### config.mk
export PLATFORM = sky130hd
export DESIGN_NAME = disaster_sensor_rx_flat
export DESIGN_NICKNAME = d
export VERILOG_FILES = /design/src/rtl/disaster_sensor_rx_if.sv /design/src/rtl/disaster_sensor_rx.sv /design/src/flat_wrapper.sv
export SDC_FILE = /design/constraint.sdc
export NUM_CORES = 1
export LEC_CHECK = 0
export ABC_CLOCK_PERIOD_IN_PS = 1800
export BUFFER_PORTS_ARGS = -buffer_cell sky130_fd_sc_hd__buf_4
export CAP_MARGIN = 30
export CORE_AREA = 2 2 57 86
export DETAILED_ROUTE_END_ITERATION = 10
export DIE_AREA = 0 0 59 88
export PLACE_DENSITY = 0.74
export SLEW_MARGIN = 20
export SYNTH_ARGS = -nofsm -noshare
export SYNTH_HDL_FRONTEND = slang
export SYNTH_SLANG_ARGS = --single-unit
### constraint.sdc
create_clock -name clk -period 1.8 [get_ports clk]
set_input_delay 0.18 -clock clk [delete_from_list [all_inputs] [get_ports clk]]
set_output_delay 0.18 -clock clk [all_outputs]
set_load 0.005 [all_outputs]
### src/rtl/disaster_sensor_rx_if.sv
// Bundle of the serial line and the level/status outputs of disaster_sensor_rx.
// The master side is the sensor link plus the detector that reads the levels.
// The slave side is the receiver itself.
interface disaster_sensor_rx_if;
    logic rxd;
    logic r1, r0, s1, s0, w1, w0, l1, l0;
    logic frame_valid;
    logic parity_err;
    logic framing_err;
    logic stale;

    modport master (
        output rxd,
        input  r1, r0, s1, s0, w1, w0, l1, l0,
        input  frame_valid, parity_err, framing_err, stale
    );

    modport slave (
        input  rxd,
        output r1, r0, s1, s0, w1, w0, l1, l0,
        output frame_valid, parity_err, framing_err, stale
    );
endinterface

### src/rtl/disaster_sensor_rx.sv
// disaster_sensor_rx: UART-style sensor frame receiver.
// Frame: start(0), 8 data bits MSB first {r1 r0 s1 s0 w1 w0 l1 l0}, even parity, stop(1).
// Levels update only on a clean frame; stale flags data older than TIMEOUT_CYCLES.
// Optional feature macro SENSOR_PERSIST_EN: levels load only after two consecutive
// identical clean frames.
module disaster_sensor_rx #(
    parameter int CLKS_PER_BIT   = 16,
    parameter int TIMEOUT_CYCLES = 100000
) (
    input  logic                 clk,
    input  logic                 rst,
    disaster_sensor_rx_if.slave  bus
);
    localparam int BAUD_W  = $clog2(CLKS_PER_BIT);
    localparam int STALE_W = $clog2(TIMEOUT_CYCLES + 1);

    localparam logic [BAUD_W-1:0]  HALF_BIT  = BAUD_W'(CLKS_PER_BIT / 2 - 1);
    localparam logic [BAUD_W-1:0]  LAST_TICK = BAUD_W'(CLKS_PER_BIT - 1);
    localparam logic [BAUD_W-1:0]  BAUD_ONE  = BAUD_W'(1);
    localparam logic [STALE_W-1:0] STALE_MAX = STALE_W'(TIMEOUT_CYCLES);
    localparam logic [STALE_W-1:0] STALE_ONE = STALE_W'(1);

    localparam logic [2:0] ST_IDLE      = 3'd0;
    localparam logic [2:0] ST_START     = 3'd1;
    localparam logic [2:0] ST_DATA      = 3'd2;
    localparam logic [2:0] ST_PARITY    = 3'd3;
    localparam logic [2:0] ST_STOP      = 3'd4;
    localparam logic [2:0] ST_WAIT_HIGH = 3'd5;

    // True when data plus parity bit hold an even number of ones.
    function automatic logic even_parity_ok(input logic [7:0] data, input logic par);
        return ~(^{data, par});
    endfunction

    logic               rxd_meta_r;
    logic               rxd_s;
    logic [2:0]         state_r;
    logic [BAUD_W-1:0]  baud_cnt_r;
    logic [2:0]         bit_cnt_r;
    logic [7:0]         shift_r;
    logic               par_bit_r;
    logic [7:0]         levels_r;
    logic               frame_valid_r;
    logic               parity_err_r;
    logic               framing_err_r;
    logic [STALE_W-1:0] stale_cnt_r;
    logic               stale_r;
    logic               stop_tick_s;
    logic               clean_s;
    logic               load_s;
`ifdef SENSOR_PERSIST_EN
    logic [7:0]         cand_r;
    logic               cand_valid_r;
`endif

    // Two-flop synchroniser for the asynchronous serial line, preset to idle-high.
    always_ff @(posedge clk or posedge rst) begin
        if (rst) begin
            rxd_meta_r <= 1'b1;
            rxd_s      <= 1'b1;
        end else begin
            rxd_meta_r <= bus.rxd;
            rxd_s      <= rxd_meta_r;
        end
    end

    // Decide whether the stop-bit sample completes a frame that loads the levels.
    always_comb begin
        stop_tick_s = 1'b0;
        clean_s     = 1'b0;
        load_s      = 1'b0;
        if ((state_r == ST_STOP) && (baud_cnt_r == LAST_TICK)) begin
            stop_tick_s = 1'b1;
        end else begin
            stop_tick_s = 1'b0;
        end
        if (stop_tick_s && rxd_s && even_parity_ok(shift_r, par_bit_r)) begin
            clean_s = 1'b1;
        end else begin
            clean_s = 1'b0;
        end
`ifdef SENSOR_PERSIST_EN
        if (clean_s && cand_valid_r && (cand_r == shift_r)) begin
            load_s = 1'b1;
        end else begin
            load_s = 1'b0;
        end
`else
        load_s = clean_s;
`endif
    end

    // Frame FSM: bit timing, deserialisation, error pulses and level register.
    always_ff @(posedge clk or posedge rst) begin
        if (rst) begin
            state_r       <= ST_IDLE;
            baud_cnt_r    <= '0;
            bit_cnt_r     <= 3'd0;
            shift_r       <= 8'h00;
            par_bit_r     <= 1'b0;
            levels_r      <= 8'h00;
            frame_valid_r <= 1'b0;
            parity_err_r  <= 1'b0;
            framing_err_r <= 1'b0;
`ifdef SENSOR_PERSIST_EN
            cand_r        <= 8'h00;
            cand_valid_r  <= 1'b0;
`endif
        end else begin
            frame_valid_r <= load_s;
            parity_err_r  <= 1'b0;
            framing_err_r <= 1'b0;
            if (load_s) begin
                levels_r <= shift_r;
            end
            case (state_r)
                ST_IDLE: begin
                    baud_cnt_r <= '0;
                    if (!rxd_s) begin
                        state_r <= ST_START;
                    end
                end
                ST_START: begin
                    if (baud_cnt_r == HALF_BIT) begin
                        baud_cnt_r <= '0;
                        bit_cnt_r  <= 3'd0;
                        // A line that is high again at mid-start is only a glitch.
                        state_r    <= rxd_s ? ST_IDLE : ST_DATA;
                    end else begin
                        baud_cnt_r <= baud_cnt_r + BAUD_ONE;
                    end
                end
                ST_DATA: begin
                    if (baud_cnt_r == LAST_TICK) begin
                        baud_cnt_r <= '0;
                        shift_r    <= {shift_r[6:0], rxd_s};
                        bit_cnt_r  <= bit_cnt_r + 3'd1;
                        if (bit_cnt_r == 3'd7) begin
                            state_r <= ST_PARITY;
                        end
                    end else begin
                        baud_cnt_r <= baud_cnt_r + BAUD_ONE;
                    end
                end
                ST_PARITY: begin
                    if (baud_cnt_r == LAST_TICK) begin
                        baud_cnt_r <= '0;
                        par_bit_r  <= rxd_s;
                        state_r    <= ST_STOP;
                    end else begin
                        baud_cnt_r <= baud_cnt_r + BAUD_ONE;
                    end
                end
                ST_STOP: begin
                    if (stop_tick_s) begin
                        baud_cnt_r <= '0;
                        if (!rxd_s) begin
                            // Bad stop bit wins over parity; wait out any break.
                            framing_err_r <= 1'b1;
                            state_r       <= ST_WAIT_HIGH;
`ifdef SENSOR_PERSIST_EN
                            cand_valid_r  <= 1'b0;
`endif
                        end else if (!clean_s) begin
                            parity_err_r  <= 1'b1;
                            state_r       <= ST_IDLE;
`ifdef SENSOR_PERSIST_EN
                            cand_valid_r  <= 1'b0;
`endif
                        end else begin
                            state_r       <= ST_IDLE;
`ifdef SENSOR_PERSIST_EN
                            cand_r        <= shift_r;
                            cand_valid_r  <= 1'b1;
`endif
                        end
                    end else begin
                        baud_cnt_r <= baud_cnt_r + BAUD_ONE;
                    end
                end
                ST_WAIT_HIGH: begin
                    baud_cnt_r <= '0;
                    if (rxd_s) begin
                        state_r <= ST_IDLE;
                    end
                end
                default: begin
                    state_r    <= ST_IDLE;
                    baud_cnt_r <= '0;
                end
            endcase
        end
    end

    // Staleness timer: cleared with each level load, saturating at the timeout.
    always_ff @(posedge clk or posedge rst) begin
        if (rst) begin
            stale_cnt_r <= STALE_MAX;
            stale_r     <= 1'b1;
        end else begin
            if (load_s) begin
                stale_cnt_r <= '0;
            end else if (stale_cnt_r != STALE_MAX) begin
                stale_cnt_r <= stale_cnt_r + STALE_ONE;
            end
            stale_r <= (stale_cnt_r == STALE_MAX);
        end
    end

    assign bus.r1          = levels_r[7];
    assign bus.r0          = levels_r[6];
    assign bus.s1          = levels_r[5];
    assign bus.s0          = levels_r[4];
    assign bus.w1          = levels_r[3];
    assign bus.w0          = levels_r[2];
    assign bus.l1          = levels_r[1];
    assign bus.l0          = levels_r[0];
    assign bus.frame_valid = frame_valid_r;
    assign bus.parity_err  = parity_err_r;
    assign bus.framing_err = framing_err_r;
    assign bus.stale       = stale_r;
endmodule
### src/flat_wrapper.sv
// flat-port wrapper written by rule: the top's interface ports become plain ports
module disaster_sensor_rx_flat 
#(
    parameter int CLKS_PER_BIT   = 16,
    parameter int TIMEOUT_CYCLES = 100000
)
  (clk, rst, bus_rxd, bus_r1, bus_r0, bus_s1, bus_s0, bus_w1, bus_w0, bus_l1, bus_l0, bus_frame_valid, bus_parity_err, bus_framing_err, bus_stale);
  disaster_sensor_rx_if bus_i ();
  input  logic clk;
  input  logic rst;
  input wire logic [$bits(bus_i.rxd)-1:0] bus_rxd;
  output wire logic [$bits(bus_i.r1)-1:0] bus_r1;
  output wire logic [$bits(bus_i.r0)-1:0] bus_r0;
  output wire logic [$bits(bus_i.s1)-1:0] bus_s1;
  output wire logic [$bits(bus_i.s0)-1:0] bus_s0;
  output wire logic [$bits(bus_i.w1)-1:0] bus_w1;
  output wire logic [$bits(bus_i.w0)-1:0] bus_w0;
  output wire logic [$bits(bus_i.l1)-1:0] bus_l1;
  output wire logic [$bits(bus_i.l0)-1:0] bus_l0;
  output wire logic [$bits(bus_i.frame_valid)-1:0] bus_frame_valid;
  output wire logic [$bits(bus_i.parity_err)-1:0] bus_parity_err;
  output wire logic [$bits(bus_i.framing_err)-1:0] bus_framing_err;
  output wire logic [$bits(bus_i.stale)-1:0] bus_stale;
  assign bus_i.rxd = bus_rxd;
  assign bus_r1 = bus_i.r1;
  assign bus_r0 = bus_i.r0;
  assign bus_s1 = bus_i.s1;
  assign bus_s0 = bus_i.s0;
  assign bus_w1 = bus_i.w1;
  assign bus_w0 = bus_i.w0;
  assign bus_l1 = bus_i.l1;
  assign bus_l0 = bus_i.l0;
  assign bus_frame_valid = bus_i.frame_valid;
  assign bus_parity_err = bus_i.parity_err;
  assign bus_framing_err = bus_i.framing_err;
  assign bus_stale = bus_i.stale;
  disaster_sensor_rx #(.CLKS_PER_BIT(CLKS_PER_BIT), .TIMEOUT_CYCLES(TIMEOUT_CYCLES)) u_core (.clk(clk), .rst(rst), .bus(bus_i));
endmodule
==> metrics.md <==
| Metric | Value |
|---|---|
| Hold Crit Depth | `0` |
| Pre-CTS setup slack | `-0.0636 ns` |
| Worst rel slew slack | `between 60 and 70%` |
| Main synth FF type | `dfrtp_1` |
| Area occupied by registers | `around 1300 um^2` |
| Antenna violations before repair | `0` |
| Die area | `~5200 um^2` |
| Maximum clock path buffer count | `2` |
| Via density | `roughly 5.3` |
| Inserted Clock Buffers | `5` |
| Worst Path Max Fanout | `8` |
| Violated checks | `negative setup slack` |
| Largest cells by area after synthesis | `dfrtp_1 44%, dfstp_2 10%, mux2_2 7.2%, nor2_1 5.6%, xnor2_1 4.8%` |
| CP max stage cell | `dfrtp_1` |
| Setup ws final | `-0.0291 ns` |
| Final Max Tran Viols | `0` |
| Clock Skews | `about 0.0065 ns` |
| Flops & latches, synth | `50` |
| Core ar. | `approximately 4400 um^2` |
| Setup violators final | `2` |
| Pwr Density | `around 940 nW/um^2` |
| CTS Sinks | `50` |
| # diodes | `0` |
| Worst-skew pair later-pin latency | `0.30 ns` |
| WHS | `0.360 ns` |
| Syn Nets | `220` |
| DRT Pass-1 Iters | `4` |
| Final #Nets | `about 270` |
| 1st-iter DRT viols | `45` |
| DR DRC count | `0` |
| Clock Root Buffer | `clkbuf_8` |
| Antenna-violating nets left | `0` |
| Ys Warns | `0` |
| Commonest cells in the netlist | `41 x dfrtp_1, 35 x nor2_1, 15 x mux2_2` |
| Fraction of synthesized cell area taken by the top area cell type | `between 40% and 50%` |
| Placement Rows | `30` |
| CP cell instances | `xnor2_2 > xnor2_2 > xnor3_1 > nor2b_4 > buf_12 > mux2_4` |
| Most frequent CP cell | `xnor2_2` |
| Least-Margin Pin Slew | `roughly 0.46 ns` |
| FF-to-FF path depth | `6` |
| Asr flop ratio synth | `100%` |
| Multi-input logic area | `approximately 1100 um^2` |
| Clock transition at path regs | `0.09 ns` |
| Cells after synthesis | `between 200 and 250` |
| Hpwl dp | `~3000 um` |
| Min Clock Period, post-route | `1.83 ns` |
| Number of global-route vias before repair | `1696` |
| Hold/Removal Path Class | `flip-flop to flip-flop` |
| Post-Route WL | `around 4200 um` |
| Worst setup SP type | `flip-flop` |
| Leakage | `around 1.4 nW` |
| Design Area, Final | `roughly 2900 um^2` |
| Layout cell share with drive strength beyond 1 | `38.6%` |
| I/O Buffers | `14` |
| Die extent in x | `~60 um` |
| Fin cells | `slightly above 300` |
| Req. time, crit path | `roughly 2.0 ns` |
| Fin util | `about two thirds` |
| Status | `finished, violations left` |
| CP peak stage delay | `approximately 0.42 ns` |
| P&R area growth vs syn | `23.1%` |
| Sequential fraction of the synthesis area | `between 50% and 60%` |
| Final Hold Fails | `0` |
| Top-level port count | `15` |
| RSZ-0062 raised after global routing | `true` |
| Syn avg cell area | `between 10 and 15 um^2` |
| Count leader, synth | `dfrtp_1` |
| FMAX | `approximately 550 MHz` |
| Mapped cell area | `about 2400 um^2` |
| VDD IR-drop max | `849 uV` |
| Routability congestion estimate | `a little over 0.8` |
| Total track usage | `18.6%` |
| Fin Setup TNS | `-0.0515 ns` |
| Worst setup path category | `flip-flop to flip-flop` |
| Post-synth top area cell | `dfrtp_1` |
| Crit path DAT | `between 2 and 2.5 ns` |
| Inst Count DP | `around 290` |
| Fill count | `between 300 and 400` |
| Global route overflow | `0` |
| Starting density of the core | `53.1%` |
| Die Ht | `a little under 90 um` |
| Pwr Total | `approximately 2.7 mW` |
| Max Cap Viol | `0` |
| Synth unique cells | `38` |
| CTS tree | `built` |
| Largest net degree at the start of global routing | `23` |
| First-pass GRT wire length | `around 7300 um` |
| DP Area | `approximately 2700 um^2` |
| WL per Instance | `about 14 um` |
| Tcrit/Tclk final | `102%` |
| Via Count | `between 1500 and 2000` |
| Setup crit end kind | `flip-flop` |
| Max H-tree Level | `2` |
| Number of synthesized flops with an enable pin | `0` |
[worst max-delay path, delay by kind of cell (launching register included)]
family                 cells  cell delay, ns
XOR/XNOR                   3            0.73
flip-flops                 1            0.42
multiplexers               1            0.29
AND/OR/NAND/NOR            1            0.15
buffers and inverters      1            0.13
[final timing paths]
path / from / endpoint / slack, ns
max in group asynchronous: rst / u_core.state_r[2]$_DFFE_PP0P_ / 0.74
min in group asynchronous: rst / u_core.stale_cnt_r[2]$_DFFE_PP0P_ / 0.45
min: u_core.rxd_meta_r$_DFF_PP1_ / u_core.rxd_s$_DFF_PP1_ / 0.36
min reg2reg: u_core.rxd_meta_r$_DFF_PP1_ / u_core.rxd_s$_DFF_PP1_ / 0.36
max reg2reg: u_core.shift_r[4]$_DFFE_PP0P_ / u_core.levels_r[1]$_DFFE_PP0N_ / -0.03
max: u_core.shift_r[4]$_DFFE_PP0P_ / u_core.levels_r[1]$_DFFE_PP0N_ / -0.03
[what timing repair did]
| item | CTS | global route |
|---|---|---|
| endpoints found under the setup margin | 24 | 26 |
| endpoints found under the hold margin | 14 | 0 |
| hold buffers | 2 | 0 |
| setup buffers | 7 | 4 |
| resized for setup | 5 | 13 |
| pin swaps | 4 | 10 |
[state kept, by name, indices dropped and copies added (netlist names)]
signal / count
u_core.levels_r: 8
u_core.baud_cnt_r: 4
u_core.stale_cnt_r: 17
u_core.bus.frame_valid: 1
u_core.shift_r: 8
u_core.rxd_s: 1
u_core.bit_cnt_r: 3
u_core.rxd_meta_r: 1
u_core.bus.parity_err: 1
u_core.bus.framing_err: 1
u_core.par_bit_r: 1
u_core.bus.stale: 1
u_core.state_r: 3
[metal layers]
| metal | GRT usage, % | share of wire, % | vias up | routed length [um] |
|---|---|---|---|---|
| li1 | - | - | 800 | - |
| met1 | 20.5 | 40 | 799 | 1660 |
| met2 | 33.5 | 55 | 26 | 2310 |
| met3 | 4.14 | 2.6 | 11 | 111 |
| met4 | 7.85 | 3.0 | 0 | 126 |
| met5 | 0 | 0 | - | 0 |
[power by group]
group / internal (mW) / total [mW] / switching (mW)
Combinational: 0.395 / 0.748 / 0.354
Clock: 0.273 / 0.642 / 0.369
Sequential: 1.24 / 1.32 / 0.0856
Total: 1.91 / 2.72 / 0.808
[logic make-up after synthesis]
family,after synthesis,synth area share [%]
adder cells (fa/ha/maj),5,2.66
buffers and inverters,19,4.15
AO/OA/AOI/OAI,17,4.68
flip-flops,50,53.6
XOR/XNOR,27,11.0
AND/OR/NAND/NOR,76,15.3
multiplexers,18,8.67
[final cells by class]
class,instances,area share (%)
repair buffers,48,13.2
flip-flops and latches,50,43.6
clock buffers,5,2.37
inverters,10,1.30
well taps,48,2.07
multi-input cells,143,36.8
clock inverters,3,0.734
[layout by cell type, fill, tap and decap left out, drive strengths merged, types with 2 or more instances in the layout]
master       Yosys  layout
a21oi            2       2
a31oi            2       2
nand3           10      10
nor4             2       2
nor3             4       4
a22o             2       2
dfrtp           41      41
clkinv           0       2
a21o             2       2
ha               5       5
o21ai            6       6
nor4b            2       2
dlygate4sd3      0       2
inv             10      10
nand2           10      10
xnor2           14      14
mux2i            2       2
buf              4      46
nor2            35      35
or3              2       2
dfstp            9       9
mux2            16      16
xor2            12      12
nand4            3       3
nor2b            3       3
clkbuf           5       5
No activity file was read; power rests on OpenSTA's default activity.
